<file path="src/rtl/fb_mem_pkg.sv">
// fb_mem_pkg
//   Shared definitions for the framebuffer memory-side arbiter: FSM state
//   encoding, command field positions and burst geometry. The framebuffer
//   side uses the same constants to build commands, so keep them in sync.
package fb_mem_pkg;

    // Encoding is visible on dbg_state_o; keep values stable.
    typedef enum logic [3:0] {
        ST_IDLE        = 4'd0,
        ST_ISSUE_BURST = 4'd1,
        ST_COLLECT     = 4'd2,
        ST_PUSH_BURST  = 4'd3,
        ST_ISSUE_WR    = 4'd4,
        ST_ISSUE_RD    = 4'd5,
        ST_WAIT_RD     = 4'd6,
        ST_PUSH_RD     = 4'd7
    } fb_mem_state_t;

    // Single command layout: {wr[40], addr[39:16], data[15:0]}
    localparam int CMD_W        = 41;
    localparam int CMD_WR_BIT   = 40;
    localparam int CMD_ADDR_MSB = 39;
    localparam int CMD_ADDR_LSB = 16;

    localparam int ADDR_W       = 24;
    localparam int WORD_W       = 16;

    localparam int BURST_WORDS  = 8;
    localparam int BURST_BITS   = 128;
    localparam int BURST_CNT_W  = $clog2(BURST_WORDS);

endpackage

</file>
<file path="src/rtl/fb_burst_packer.sv">
// fb_burst_packer
//   Collects BURST_WORDS 16-bit read words into one BURST_BITS vector.
//   Words shift in from the bottom, so the first word ends up in the top
//   slot [127:112] and the last word in [15:0].
// Ports:
//   clk, rst    : clock, asynchronous active-high reset
//   clear       : restart the word count (start of a new burst)
//   shift       : accept 'word' this cycle
//   word        : incoming read word
//   data        : packed burst vector (registered)
//   done        : high in the cycle the final word of a burst is shifted
module fb_burst_packer
    import fb_mem_pkg::*;
(
    input  logic                  clk,
    input  logic                  rst,
    input  logic                  clear,
    input  logic                  shift,
    input  logic [WORD_W-1:0]     word,
    output logic [BURST_BITS-1:0] data,
    output logic                  done
);

    logic [BURST_CNT_W-1:0] cnt;

    always_ff @(posedge clk or posedge rst) begin
        if (rst) begin
            cnt  <= '0;
            data <= '0;
        end else if (clear) begin
            cnt  <= '0;
        end else if (shift) begin
            // Counter is exactly log2(BURST_WORDS) wide, so it wraps to 0
            // on the last word and is ready for the next burst.
            cnt  <= cnt + 1'b1;
            data <= {data[BURST_BITS-WORD_W-1:0], word};
        end
    end

    assign done = shift && (cnt == BURST_CNT_W'(BURST_WORDS - 1));

endmodule

</file>
<file path="src/rtl/fb_mem_arbiter.sv">
// fb_mem_arbiter
//   Drains the framebuffer's single-command FIFO (word writes/reads) and
//   burst-command FIFO (8-word reads) onto a single-port 16-bit memory.
//   One memory command is outstanding at a time. Bursts win arbitration
//   unless the optional fairness feature is compiled in.
//
//   Optional feature macro: FB_MEM_ARB_FAIR_EN
//     When defined, a saturating streak counter limits consecutive burst
//     grants to STARVE_LIMIT while a single command is waiting.
//
// Ports:
//   clk_pix, reset_i              : clock, asynchronous active-high reset
//   cmd_q_i/cmd_deq_o/cmd_empty_i : single command FIFO (FWFT)
//   burst_cmd_q_i/_deq_o/_empty_i : burst command FIFO (FWFT)
//   rd_d_o/rd_enq_o/rd_full_i     : single read result FIFO
//   rd_burst_d_o/_enq_o/_full_i   : packed burst result FIFO
//   mem_*                         : memory controller command/response
//   protocol_err_o                : pulse on read data with no read pending
//   dbg_state_o                   : current FSM state
module fb_mem_arbiter
    import fb_mem_pkg::*;
#(
    parameter int STARVE_LIMIT = 4
) (
    input  logic                  clk_pix,
    input  logic                  reset_i,

    input  logic [CMD_W-1:0]      cmd_q_i,
    output logic                  cmd_deq_o,
    input  logic                  cmd_empty_i,

    input  logic [31:0]           burst_cmd_q_i,
    output logic                  burst_cmd_deq_o,
    input  logic                  burst_cmd_empty_i,

    output logic [WORD_W-1:0]     rd_d_o,
    output logic                  rd_enq_o,
    input  logic                  rd_full_i,

    output logic [BURST_BITS-1:0] rd_burst_d_o,
    output logic                  rd_burst_enq_o,
    input  logic                  rd_burst_full_i,

    output logic                  mem_req_o,
    output logic                  mem_we_o,
    output logic                  mem_burst_o,
    output logic [ADDR_W-1:0]     mem_addr_o,
    output logic [WORD_W-1:0]     mem_wdata_o,
    input  logic                  mem_ready_i,
    input  logic                  mem_rvalid_i,
    input  logic [WORD_W-1:0]     mem_rdata_i,

    output logic                  protocol_err_o,
    output logic [3:0]            dbg_state_o
);

    if (STARVE_LIMIT < 1) begin : g_bad_cfg
        $error("fb_mem_arbiter: STARVE_LIMIT must be >= 1");
    end

    fb_mem_state_t state;

    // Upper byte of the burst command is reserved (always zero).
    logic unused_burst_hi;
    assign unused_burst_hi = ^burst_cmd_q_i[31:ADDR_W];

    // ------------------------------------------------------------------
    // Arbitration
    // ------------------------------------------------------------------
    logic burst_ok;
    logic single_ok;
    logic pick_single;
    logic pick_burst;

    // Burst result space is checked up front: this block is the only
    // producer, so the slot stays free until PUSH_BURST.
    assign burst_ok  = !burst_cmd_empty_i && !rd_burst_full_i;
    // A read blocked by a full reader FIFO is left in its FIFO.
    assign single_ok = !cmd_empty_i && (cmd_q_i[CMD_WR_BIT] || !rd_full_i);

`ifdef FB_MEM_ARB_FAIR_EN
    localparam int STREAK_W = $clog2(STARVE_LIMIT + 1);
    localparam logic [STREAK_W-1:0] STREAK_MAX = STREAK_W'(STARVE_LIMIT);

    logic [STREAK_W-1:0] streak;
    logic                starved;

    assign starved     = (streak >= STREAK_MAX);
    assign pick_single = single_ok && (!burst_ok || starved);
    assign pick_burst  = burst_ok && !pick_single;

    always_ff @(posedge clk_pix or posedge reset_i) begin
        if (reset_i) begin
            streak <= '0;
        end else if ((state == ST_IDLE && pick_single) || cmd_empty_i) begin
            streak <= '0;
        end else if (state == ST_IDLE && pick_burst && streak != STREAK_MAX) begin
            streak <= streak + 1'b1;
        end
    end
`else
    assign pick_single = single_ok && !burst_ok;
    assign pick_burst  = burst_ok;
`endif

    // ------------------------------------------------------------------
    // Burst packing
    // ------------------------------------------------------------------
    logic pk_clear;
    logic pk_shift;
    logic pk_done;

    assign pk_clear = (state == ST_ISSUE_BURST) && mem_ready_i;
    assign pk_shift = (state == ST_COLLECT) && mem_rvalid_i;

    fb_burst_packer u_packer (
        .clk   (clk_pix),
        .rst   (reset_i),
        .clear (pk_clear),
        .shift (pk_shift),
        .word  (mem_rdata_i),
        .data  (rd_burst_d_o),
        .done  (pk_done)
    );

    // ------------------------------------------------------------------
    // Control FSM, all outputs registered
    // ------------------------------------------------------------------
    always_ff @(posedge clk_pix or posedge reset_i) begin
        if (reset_i) begin
            state           <= ST_IDLE;
            cmd_deq_o       <= 1'b0;
            burst_cmd_deq_o <= 1'b0;
            rd_d_o          <= '0;
            rd_enq_o        <= 1'b0;
            rd_burst_enq_o  <= 1'b0;
            mem_req_o       <= 1'b0;
            mem_we_o        <= 1'b0;
            mem_burst_o     <= 1'b0;
            mem_addr_o      <= '0;
            mem_wdata_o     <= '0;
            protocol_err_o  <= 1'b0;
        end else begin
            cmd_deq_o       <= 1'b0;
            burst_cmd_deq_o <= 1'b0;
            rd_enq_o        <= 1'b0;
            rd_burst_enq_o  <= 1'b0;
            // Read data is only consumed in COLLECT/WAIT_RD; anything else
            // (including data racing an ISSUE handshake) is dropped.
            protocol_err_o  <= mem_rvalid_i &&
                               (state != ST_COLLECT) && (state != ST_WAIT_RD);

            case (state)
                ST_IDLE: begin
                    if (pick_burst) begin
                        burst_cmd_deq_o <= 1'b1;
                        mem_req_o       <= 1'b1;
                        mem_we_o        <= 1'b0;
                        mem_burst_o     <= 1'b1;
                        mem_addr_o      <= burst_cmd_q_i[ADDR_W-1:0];
                        state           <= ST_ISSUE_BURST;
                    end else if (pick_single) begin
                        cmd_deq_o   <= 1'b1;
                        mem_req_o   <= 1'b1;
                        mem_we_o    <= cmd_q_i[CMD_WR_BIT];
                        mem_burst_o <= 1'b0;
                        mem_addr_o  <= cmd_q_i[CMD_ADDR_MSB:CMD_ADDR_LSB];
                        if (cmd_q_i[CMD_WR_BIT]) begin
                            mem_wdata_o <= cmd_q_i[WORD_W-1:0];
                            state       <= ST_ISSUE_WR;
                        end else begin
                            state       <= ST_ISSUE_RD;
                        end
                    end
                end

                ST_ISSUE_BURST: begin
                    if (mem_ready_i) begin
                        mem_req_o   <= 1'b0;
                        mem_burst_o <= 1'b0;
                        state       <= ST_COLLECT;
                    end
                end

                ST_ISSUE_WR: begin
                    if (mem_ready_i) begin
                        mem_req_o <= 1'b0;
                        mem_we_o  <= 1'b0;
                        state     <= ST_IDLE;
                    end
                end

                ST_ISSUE_RD: begin
                    if (mem_ready_i) begin
                        mem_req_o <= 1'b0;
                        state     <= ST_WAIT_RD;
                    end
                end

                ST_COLLECT: begin
                    if (pk_done) begin
                        rd_burst_enq_o <= 1'b1;
                        state          <= ST_PUSH_BURST;
                    end
                end

                ST_PUSH_BURST: state <= ST_IDLE;

                ST_WAIT_RD: begin
                    if (mem_rvalid_i) begin
                        rd_d_o   <= mem_rdata_i;
                        rd_enq_o <= 1'b1;
                        state    <= ST_PUSH_RD;
                    end
                end

                ST_PUSH_RD: state <= ST_IDLE;

                default: state <= ST_IDLE;
            endcase
        end
    end

    assign dbg_state_o = state;

endmodule

</file>
<file path="config.mk">
export PLATFORM = sky130hd
export DESIGN_NAME = fb_mem_arbiter
export DESIGN_NICKNAME = d
export VERILOG_FILES = /design/src/rtl/fb_mem_pkg.sv /design/src/rtl/fb_burst_packer.sv /design/src/rtl/fb_mem_arbiter.sv
export SDC_FILE = /design/constraint.sdc
export NUM_CORES = 1
export LEC_CHECK = 0
export ABC_CLOCK_PERIOD_IN_PS = 7380
export BUFFER_PORTS_ARGS = -buffer_cell sky130_fd_sc_hd__buf_2
export CAP_MARGIN = 10
export CORE_MARGIN = 2
export CORE_UTILIZATION = 35
export DETAILED_ROUTE_END_ITERATION = 10
export PLACE_DENSITY_LB_ADDON = 0.05
export REMOVE_ABC_BUFFERS = 1
export SLEW_MARGIN = 10
export SYNTH_ARGS = -nofsm -noshare
export SYNTH_HDL_FRONTEND = slang
export SYNTH_SLANG_ARGS = --single-unit
</file>
<file path="constraint.sdc">
create_clock -name clk_pix -period 7.38 [get_ports clk_pix]
set_clock_uncertainty 0.2 [all_clocks]
set_input_delay 0.738 -clock clk_pix [delete_from_list [all_inputs] [get_ports clk_pix]]
set_output_delay 0.738 -clock clk_pix [all_outputs]
set_load 0.005 [all_outputs]
</file>
==> out/metrics.csv, run 1 <==
metric,value,unit
crit path DAT,3.24,ns
register bit total from synthesis,198,
post-DP HPWL,12600,um
Slew Limit Fails,0,
CP most frequent cell,buf_4,
routed via count,5137,
"Most Used Layer, Global Route",met2,
first-pass GRT wire length,28400,um
max incr delay on CP,0.81,ns
Pwr per Cell Area,408,nW/um^2
fillers,1984,
status,"finished, final reports clean",
CP startpoint,dbg_state_o[1],
crit path max fanout,85,
R2R depth,5,
DRC,0,
final core occ,0.458,
Root Driver,clkbuf_16,
Crit path required time,7.48,ns
initial antenna violation count,0,
io pins,293,
"Cell Count, Final, Fillers Out",1079,
largest net degree at the start of global routing,138,
count of final setup violators,0,
most frequent cells in the layout,"buf_2 (283), dfrtp_1 (198), mux2_2 (150)",
met1 GRT Util,0.193,
hold_buf cts,0,
Die X,154,um
die area,23700,sq um
post-CTS sizing,0,
Layout Cell Area excl Fill,10100,sq um
Global Route met3 Usage,0.0530,
critical path type,flop to flop,
CP top delay family,buffers and inverters,
CTS tree,done,
Tcrit/Tclk final,0.425,
worst path bufs/invs,2,
Detailed Route Iter0 Violations,225,
vias in the first global route,5301,
CP cell instances,"nand2_1, nor3_4, buf_4, buf_4, mux2_2",
clock insertion delay at the later pin of the skew report,0.42,ns
Peak Freq,319,MHz
Synth-to-Final Area Change,27.6,%
hold_sp,mem_we_o,
placed cells,1046,
Post-CTS Setup Inserts,0,
crit end category,flop,
sequential area share after synthesis,0.628,
clock buffer count from CTS,17,
Routed WL,17900,um
count of buffers from port buffering,283,
core area,22000,sq um
clk slew on worst S/H paths,0.07,ns
Post-Syn Instances,510,
CTS sink cnt,198,
initial core utilization,0.359,
worst r2r src,dbg_state_o[1],
"most common cell after layout, fill and taps aside",buf_2,
Yosys warning count,0,
Final #Nets,884,
max cap viols,0,
mapped cell area,7880,sq um
Congestion Overflow GR,0,
global-route usage over all layers,0.151,
clock buffer depth,2,
Max transition margin,0.290,
wire per inst,16.6,um
met2 GRT Util,0.242,
row cnt,54,
RSZ-0062 raised after global routing,false,
drt via density,4.76,
Detailed Routing Iterations Pass 1,4,
Final TNS setup,0,ns
Yosys cell types,36,
fin crit period,3.14,ns
chip height,154,um
"Slowest-stage cell, CP",buf_4,
ANT nets after route,0,
Hold WC Path Type,flop to flop,
CP Depth,5,
placer congestion estimate,0.733,
Lkg Pwr,5.13,nW
placed cell areas,9480,sq um
H-tree levels,4,
Worst-Margin Slew,1.06,ns
layout cells sized above 1,0.612,
Avg Inst Size Synth,15.5,sq um
Max IR drop VDD,0.151,mV
startpoint types,flop,
hold path depth,1,
final hold violation count,0,
## registers in the layout, indices dropped and copies added, names as in the netlist, 3 cells and up
name / count
rd_d_o: 16
u_packer.cnt: 3
dbg_state_o: 3
u_packer.data: 128
mem_addr_o: 24
mem_wdata_o: 16
## metal layers
metal	wire (um)	vias to the layer above	share of wire
li1	-	2395	-
met1	7860	2537	0.44
met2	8370	189	0.47
met4	216	0	0.012
met5	0	-	0
met3	1500	16	0.084
## through the flow
step / hold WS, ns / total power [mW] / setup WS, ns
6_report: 0.289 / 4.10 / 4.24
2_1_floorplan: 0.270 / 2.56 / 1.04
4_1_cts: 0.298 / 4.18 / 4.19
3_3_place_gp: 0.273 / 3.21 / 4.06
5_1_grt: 0.309 / 4.39 / 4.01
3_5_place_dp: 0.278 / 3.27 / 4.01
## path summary, 6_finish.rpt
kind                                      end  slack, ns
min                                  mem_we_o       0.29
min reg2reg                          mem_we_o       0.29
max in group asynchronous   u_packer.data[45]       5.32
max reg2reg                u_packer.data[126]       4.24
min in group asynchronous          rd_d_o[10]       0.31
max                        u_packer.data[126]       4.24
## layout make-up
type	count	area [sq um]	area share
Inverter	5	26.3	0.00261
Multi-Input combinational cell	274	2690	0.268
Timing Repair Buffer	289	1460	0.145
Antenna cell	1	2.50	0.000249
Tap cell	280	350	0.0348
Clock buffer	20	457	0.0454
Sequential cell	198	4950	0.493
Clock inverter	12	113	0.0112
## where the power goes
group	switching [mW]	internal, mW
logic	0.593	0.773
clock network	0.423	0.462
registers	0.303	1.55
total	1.32	2.78
## cell families after synthesis
| group | after synthesis | synth area share |
|---|---|---|
| AND/OR/NAND/NOR | 23 | 0.0203 |
| adder cells (fa/ha/maj) | 2 | 0.00317 |
| other | 1 | 0.000476 |
| multiplexers | 188 | 0.270 |
| AO/OA/AOI/OAI | 60 | 0.0476 |
| flip-flops | 198 | 0.628 |
| buffers and inverters | 38 | 0.0302 |
## cells in the mapped netlist
library cell | count | share of area
dfrtp_1 | 198 | 0.63
mux2_2 | 150 | 0.21
a21oi_1 | 24 | 0.015
a31oi_1 | 22 | 0.017
mux2i_1 | 22 | 0.028
buf_2 | 19 | 0.012
buf_4 | 10 | 0.0095
mux2_4 | 10 | 0.019
mux2_1 | 6 | 0.0086
inv_1 | 5 | 0.0024
nand2_1 | 5 | 0.0024
and2_1 | 3 | 0.0024
buf_6 | 3 | 0.0043
nor2_1 | 3 | 0.0014
o32ai_1 | 3 | 0.0033
a21o_1 | 2 | 0.0019
a22o_1 | 2 | 0.0022
ha_1 | 2 | 0.0032
nor2b_1 | 2 | 0.0016
nor3_1 | 2 | 0.0013
nor3_4 | 2 | 0.0041
a211o_1 | 1 | 0.0011
a21bo_2 | 1 | 0.0013
a22oi_1 | 1 | 0.00095
buf_8 | 1 | 0.0019
conb_1 | 1 | 0.00048
nand2b_1 | 1 | 0.00079
nand3b_1 | 1 | 0.00095
nand4b_4 | 1 | 0.0030
nor2_2 | 1 | 0.00079
o211ai_1 | 1 | 0.00095
o21a_1 | 1 | 0.00095
o21ai_2 | 1 | 0.0011
o221ai_1 | 1 | 0.0011
or2_2 | 1 | 0.00079
or3_1 | 1 | 0.00079
## worst register-to-register path: cells and delay by family, from the launching register on
family	cells	cell delay, ns
mux	1	0.42
flops	1	0.60
simple gates	2	0.31
buf+inv	2	1.49
No activity file was read; power rests on OpenSTA's default activity.
==> run 2: changes to the inputs <==
ABC_CLOCK_PERIOD_IN_PS = 2800   (was 7380)
clock period = 2.8 ns   (was 7.38 ns; I/O delays follow)
==> run 2 against run 1 <==
Fmax grew 41%. Hold slack lost 0.28 ns. Utilization grew 3.4 points. Sequential share of layout area shrank 3.4 points. Worst setup slack lost 3.7 ns. Critical endpoint is now u_packer.data[0]. Clock power grew to 2.7 times the previous value. Non-clock buffer count grew 72. Largest power group unchanged. Wire length grew 1.0%. Critical path depth shrank 1. Largest cell class unchanged.
==> out/metrics.csv, run 2 (synthesis results as in run 1) <==
metric,value,unit,change
Sequential Area,4950,sq um,unchanged
initial antenna violation count,0,,unchanged
core area,22000,sq um,unchanged
worst path bufs/invs,1,,was 2
critical path type,flop to flop,,unchanged
max cap viols,0,,unchanged
initial core utilization,0.359,,unchanged
Final TNS setup,0,ns,unchanged
status,"finished, final reports clean",,unchanged
Max IR drop VDD,0.403,mV,was 0.151 mV
Hold WC Path Type,primary input to flop,,was flop to flop
Crit path required time,2.89,ns,was 7.48 ns
Top reg by flops,u_packer.data,,unchanged
die area,23700,sq um,unchanged
Final #Nets,956,,was 884
Slew Limit Fails,0,,unchanged
CP cell instances,"nand2_1, nor3_4, buf_4, mux2_2",,"was nand2_1, nor3_4, buf_4, buf_4, mux2_2"
startpoint types,flop,,unchanged
Die X,154,um,unchanged
Multi-input gate area,2690,sq um,unchanged
Pwr per Cell Area,1010,nW/um^2,was 408 nW/um^2
clk slew on worst S/H paths,0.07,ns,about the same
fillers,1940,,was 1984
io pins,293,,unchanged
routed via count,5395,,was 5137
chip height,154,um,unchanged
CTS sink cnt,198,,unchanged
RSZ-0062 raised after global routing,false,,unchanged
count of buffers from port buffering,283,,unchanged
max incr delay on CP,0.61,ns,was 0.81 ns
crit end category,flop,,unchanged
"Slowest-stage cell, CP",dfrtp_1,,was buf_4
Post-CTS Setup Inserts,0,,unchanged
Congestion Overflow GR,0,,unchanged
Detailed Routing Iterations Pass 1,4,,unchanged
clock buffer count from CTS,17,,unchanged
ANT nets after route,0,,unchanged
placer congestion estimate,0.730,,was 0.733
layout cells sized above 1,0.566,,was 0.612
first-pass GRT wire length,29300,um,was 28400 um
wire per inst,15.8,um,was 16.6 um
clock insertion delay at the later pin of the skew report,0.42,ns,about the same
final hold violation count,0,,unchanged
CP top delay family,flip-flops,,was buffers and inverters
"most common cell after layout, fill and taps aside",buf_2,,unchanged
setup ws final,0.581,ns,was 4.24 ns
Root Driver,clkbuf_16,,unchanged
Tcrit/Tclk final,0.792,,was 0.425
Detailed Route Iter0 Violations,216,,was 225
clock buffer depth,2,,unchanged
drt via density,4.70,,was 4.76
Largest register FFs,128,,unchanged
row cnt,54,,unchanged
CTS tree,done,,unchanged
vias in the first global route,5552,,was 5301
most frequent cells in the layout,"buf_2 (283), dfrtp_1 (198), mux2_2 (150)",,unchanged
Max transition margin,0.549,,was 0.290
Lkg Pwr,5.45,nW,was 5.13 nW
crit path max fanout,42,,was 85
largest net degree at the start of global routing,97,,was 138
count of final setup violators,0,,unchanged
DRC,0,,unchanged
ANT cells,0,,was 1
crit path DAT,2.31,ns,was 3.24 ns
Synth-to-Final Area Change,37.1,%,was 27.6%
global-route usage over all layers,0.155,,was 0.151
H-tree levels,4,,unchanged
biggest regs,"u_packer.data x128, mem_addr_o x24",,unchanged
DP Worst Slack,0.563,ns,was 4.01 ns
post-DP HPWL,12600,um,about the same
Worst-Margin Slew,0.677,ns,was 1.06 ns
Routed WL,18100,um,was 17900 um
fin crit period,2.22,ns,was 3.14 ns
Peak Freq,451,MHz,was 319 MHz
-- run 2: cell count changes in the layout (fill, tap and decap cells not counted), sizes merged --
cell / before / now
buf: 289 / 293
clkinv: 6 / 5
clkbuf: 20 / 18
bufinv: 0 / 1
diode: 1 / 0
inv: 10 / 11
dlygate4sd3: 0 / 68
-- run 2: power breakdown --
part,switching [mW],internal (mW),total (mW)
clock,1.11,1.28,2.39
sequential,0.766,4.08,4.84
combinational,1.59,2.12,3.72
total,3.47,7.48,10.9
-- run 2: worst register-to-register path, delay by kind of cell, from the launching register on --
family,cells,cell delay (ns)
flip-flops,1,0.61
multiplexers,1,0.43
buffers and inverters,1,0.48
AND/OR/NAND/NOR,2,0.38
-- run 2: metrics by stage --
| stage | power [mW] | utilization | area [sq um] | hold WS, ns | std cells |
|---|---|---|---|---|---|
| floorplan | 6.75 | - | 7660 | 0.153 | 477 |
| global placement | 8.48 | 0.435 | 9550 | 0.249 | 1050 |
| detailed placement | 8.60 | 0.435 | 9550 | 0.262 | 1050 |
| CTS | 11.1 | 0.492 | 10800 | 0.00342 | 1149 |
| global route | 11.7 | 0.492 | 10800 | 0.0114 | 1149 |
| finish | 10.9 | 0.492 | 10800 | 0.0130 | 1149 |
-- run 2: what timing repair did --
action,4_1_cts,5_1_grt
endpoints found under the hold margin,160,0
resized for setup,0,0
hold buffers,68,0
-- run 2: layout make-up --
cell class | instances | area share
Clock buffer | 18 | 0.0406
Clock inverter | 13 | 0.0127
Multi-Input combinational cell | 274 | 0.249
Inverter | 5 | 0.00243
Timing Repair Buffer | 361 | 0.204
Sequential cell | 198 | 0.458
Tap cell | 280 | 0.0324
-- run 2: path summary, 6_finish.rpt --
| path | start | end | slack (ns) | depth (start not counted) |
|---|---|---|---|---|
| max in group asynchronous | reset_i | rd_d_o[1] | 1.37 | 4 |
| setup reg to reg | dbg_state_o[1] | u_packer.data[0] | 0.58 | 4 |
| hold reg to reg | u_packer.data[126] | u_packer.data[126] | 0.30 | 1 |
| hold / removal | cmd_q_i[25] | mem_addr_o[9] | 0.01 | 3 |
| setup / recovery | dbg_state_o[1] | u_packer.data[0] | 0.58 | 4 |
| min in group asynchronous | reset_i | u_packer.data[123] | 0.33 | 3 |
-- run 2: routing by layer --
| layer | part of all wire | global-route usage |
|---|---|---|
| met5 | 0 | 0 |
| met4 | 0.010 | 0.0454 |
| met3 | 0.077 | 0.0488 |
| met2 | 0.48 | 0.259 |
| met1 | 0.43 | 0.195 |
==> run 3: changes to the inputs <==
ABC_CLOCK_PERIOD_IN_PS = 2100   (was 2800)
clock period = 2.1 ns   (was 2.8 ns; I/O delays follow)
==> run 3 against run 2 <==
Via count up 2.7%. Critical path depth up 1. Wire length up 2.1%. Clock power up 28%. Register-to-register slack worse by 0.45 ns. Utilization up 1.4 points. Cell count up 2.3%. Combinational power up 38%. Total power up 34%. Count of clock-buffer cells in the layout unchanged. Global-route usage up 0.53 points. Hold slack worse by 0.0069 ns. Largest cell class unchanged. Largest power group unchanged.
==> out/metrics.csv, run 3 (synthesis results as in run 1) <==
metric,value,unit,change
Detailed Routing Iterations Pass 1,4,,unchanged
clock insertion delay at the later pin of the skew report,0.43,ns,was 0.42 ns
Final #Nets,982,,was 956
clock buffer count from CTS,17,,unchanged
status,"finished, final reports clean",,unchanged
Top reg by flops,u_packer.data,,unchanged
critical path type,flop to flop,,unchanged
placed cells,1060,,was 1050
first-pass GRT wire length,30400,um,was 29300 um
hold_buf cts,84,,was 68
"most common cell after layout, fill and taps aside",buf_2,,unchanged
initial antenna violation count,0,,unchanged
Post-CTS Setup Inserts,0,,unchanged
H-tree levels,4,,unchanged
Hold WC Path Type,primary input to flop,,unchanged
placer congestion estimate,0.754,,was 0.730
crit path DAT,2.14,ns,was 2.31 ns
core area,22000,sq um,unchanged
hold path depth,3,,unchanged
clk slew on worst S/H paths,0.08,ns,was 0.07 ns
crit end category,flop,,unchanged
Worst R2R End,cmd_deq_o,,was u_packer.data[0]
Crit path required time,2.27,ns,was 2.89 ns
row cnt,54,,unchanged
worst r2r src,dbg_state_o[1],,unchanged
global-route usage over all layers,0.161,,was 0.155
Routed WL,18500,um,was 18100 um
crit path max fanout,11,,was 42
Tcrit/Tclk final,0.937,,was 0.792
"Cell Count, Final, Fillers Out",1175,,was 1149
biggest regs,"u_packer.data x128, mem_addr_o x24",,unchanged
final hold violation count,0,,unchanged
RSZ-0062 raised after global routing,false,,unchanged
ANT nets after route,0,,unchanged
R2R depth,5,,was 4
layout cells sized above 1,0.561,,was 0.566
ANT cells,0,,unchanged
CTS sink cnt,198,,unchanged
chip height,154,um,unchanged
R2R Setup Slk,0.13,ns,was 0.58 ns
Largest register FFs,128,,unchanged
DRC,0,,unchanged
startpoint types,flop,,unchanged
most frequent cells in the layout,"buf_2 (283), dfrtp_1 (198), mux2_2 (150)",,unchanged
die area,23700,sq um,unchanged
clock buffer depth,2,,unchanged
final core occ,0.506,,was 0.492
minimum hold slack,0.00609,ns,was 0.0130 ns
Max IR drop VDD,0.532,mV,was 0.403 mV
count of final setup violators,0,,unchanged
Slew Limit Fails,0,,unchanged
hold_sp,burst_cmd_q_i[13],,was cmd_q_i[25]
count of buffers from port buffering,283,,unchanged
Detailed Route Iter0 Violations,214,,was 216
routed via count,5538,,was 5395
Congestion Overflow GR,0,,unchanged
Lkg Pwr,5.58,nW,was 5.45 nW
CTS tree,done,,unchanged
fin crit period,1.97,ns,was 2.22 ns
io pins,293,,unchanged
max cap viols,0,,unchanged
Peak Freq,508,MHz,was 451 MHz
Die X,154,um,unchanged
drt via density,4.71,,was 4.70
vias in the first global route,5804,,was 5552
post-DP HPWL,13000,um,was 12600 um
Pwr per Cell Area,1320,nW/um^2,was 1010 nW/um^2
Root Driver,clkbuf_16,,unchanged
largest net degree at the start of global routing,65,,was 97
post-CTS sizing,0,,unchanged
Hold EP,mem_addr_o[13],,was mem_addr_o[9]
initial core utilization,0.359,,unchanged
Synth-to-Final Area Change,41.1,%,was 37.1%
wire per inst,15.8,um,about the same
run 3: changes by cell type in the layout (fill, tap and decap cells not counted):
cell           change
clkinvlp_4         +1
dlygate4sd3_1     +16
buf_12             +8
bufinv_16          -1
buf_4              +2
run 3: how the worst max path moves through the flow:
stage / from / slack (ns) / to
global route: dbg_state_o[1] / 0.0001 / cmd_deq_o
CTS: dbg_state_o[1] / 0.12 / cmd_deq_o
finish: dbg_state_o[1] / 0.13 / cmd_deq_o
global placement: dbg_state_o[1] / 0.21 / mem_wdata_o[7]
detailed placement: dbg_state_o[1] / 0.16 / mem_wdata_o[0]
floorplan: reset_i / -3.71 / burst_cmd_deq_o
run 3: area by class of cell:
type	instances	area (sq um)
inverter	5	26.3
multi-input combinational	274	2690
timing repair buffer	387	2540
sequential	198	4950
tap	280	350
clock inverter	13	115
clock buffer	18	439
fill	1903	10800
run 3: routing by layer:
layer | wire length, um | global-route usage
met1 | 8120 | 0.202
met2 | 8810 | 0.266
met3 | 1380 | 0.0519
met4 | 194 | 0.0467
met5 | 0 | 0
run 3: worst max-delay path: stages (launching register included):
cell and delay [ns]:
dfrtp_1 0.38, buf_4 0.18, nor3_4 0.25, nand2_1 0.15, nor3_1 0.18, dlygate4sd3_1 0.57
run 3: power breakdown:
group          total, mW  leakage, nW  internal [mW]  switching (mW)
clock network       3.07        0.269           1.58            1.49
logic               5.13         2.83           2.97            2.16
registers           6.47         2.48           5.44            1.03
total               14.7         5.58           9.99            4.68
run 3: through the flow:
step	setup WS (ns)	TNS (ns)	power [mW]	instance area, sq um
after floorplan	-3.71	-1064.32	9.01	7660
after global placement	0.211	0	11.5	9730
after detailed placement	0.159	0	11.6	9730
after CTS	0.116	0	14.9	11100
after global routing	0.000126	0	15.8	11100
final	0.132	0	14.7	11100
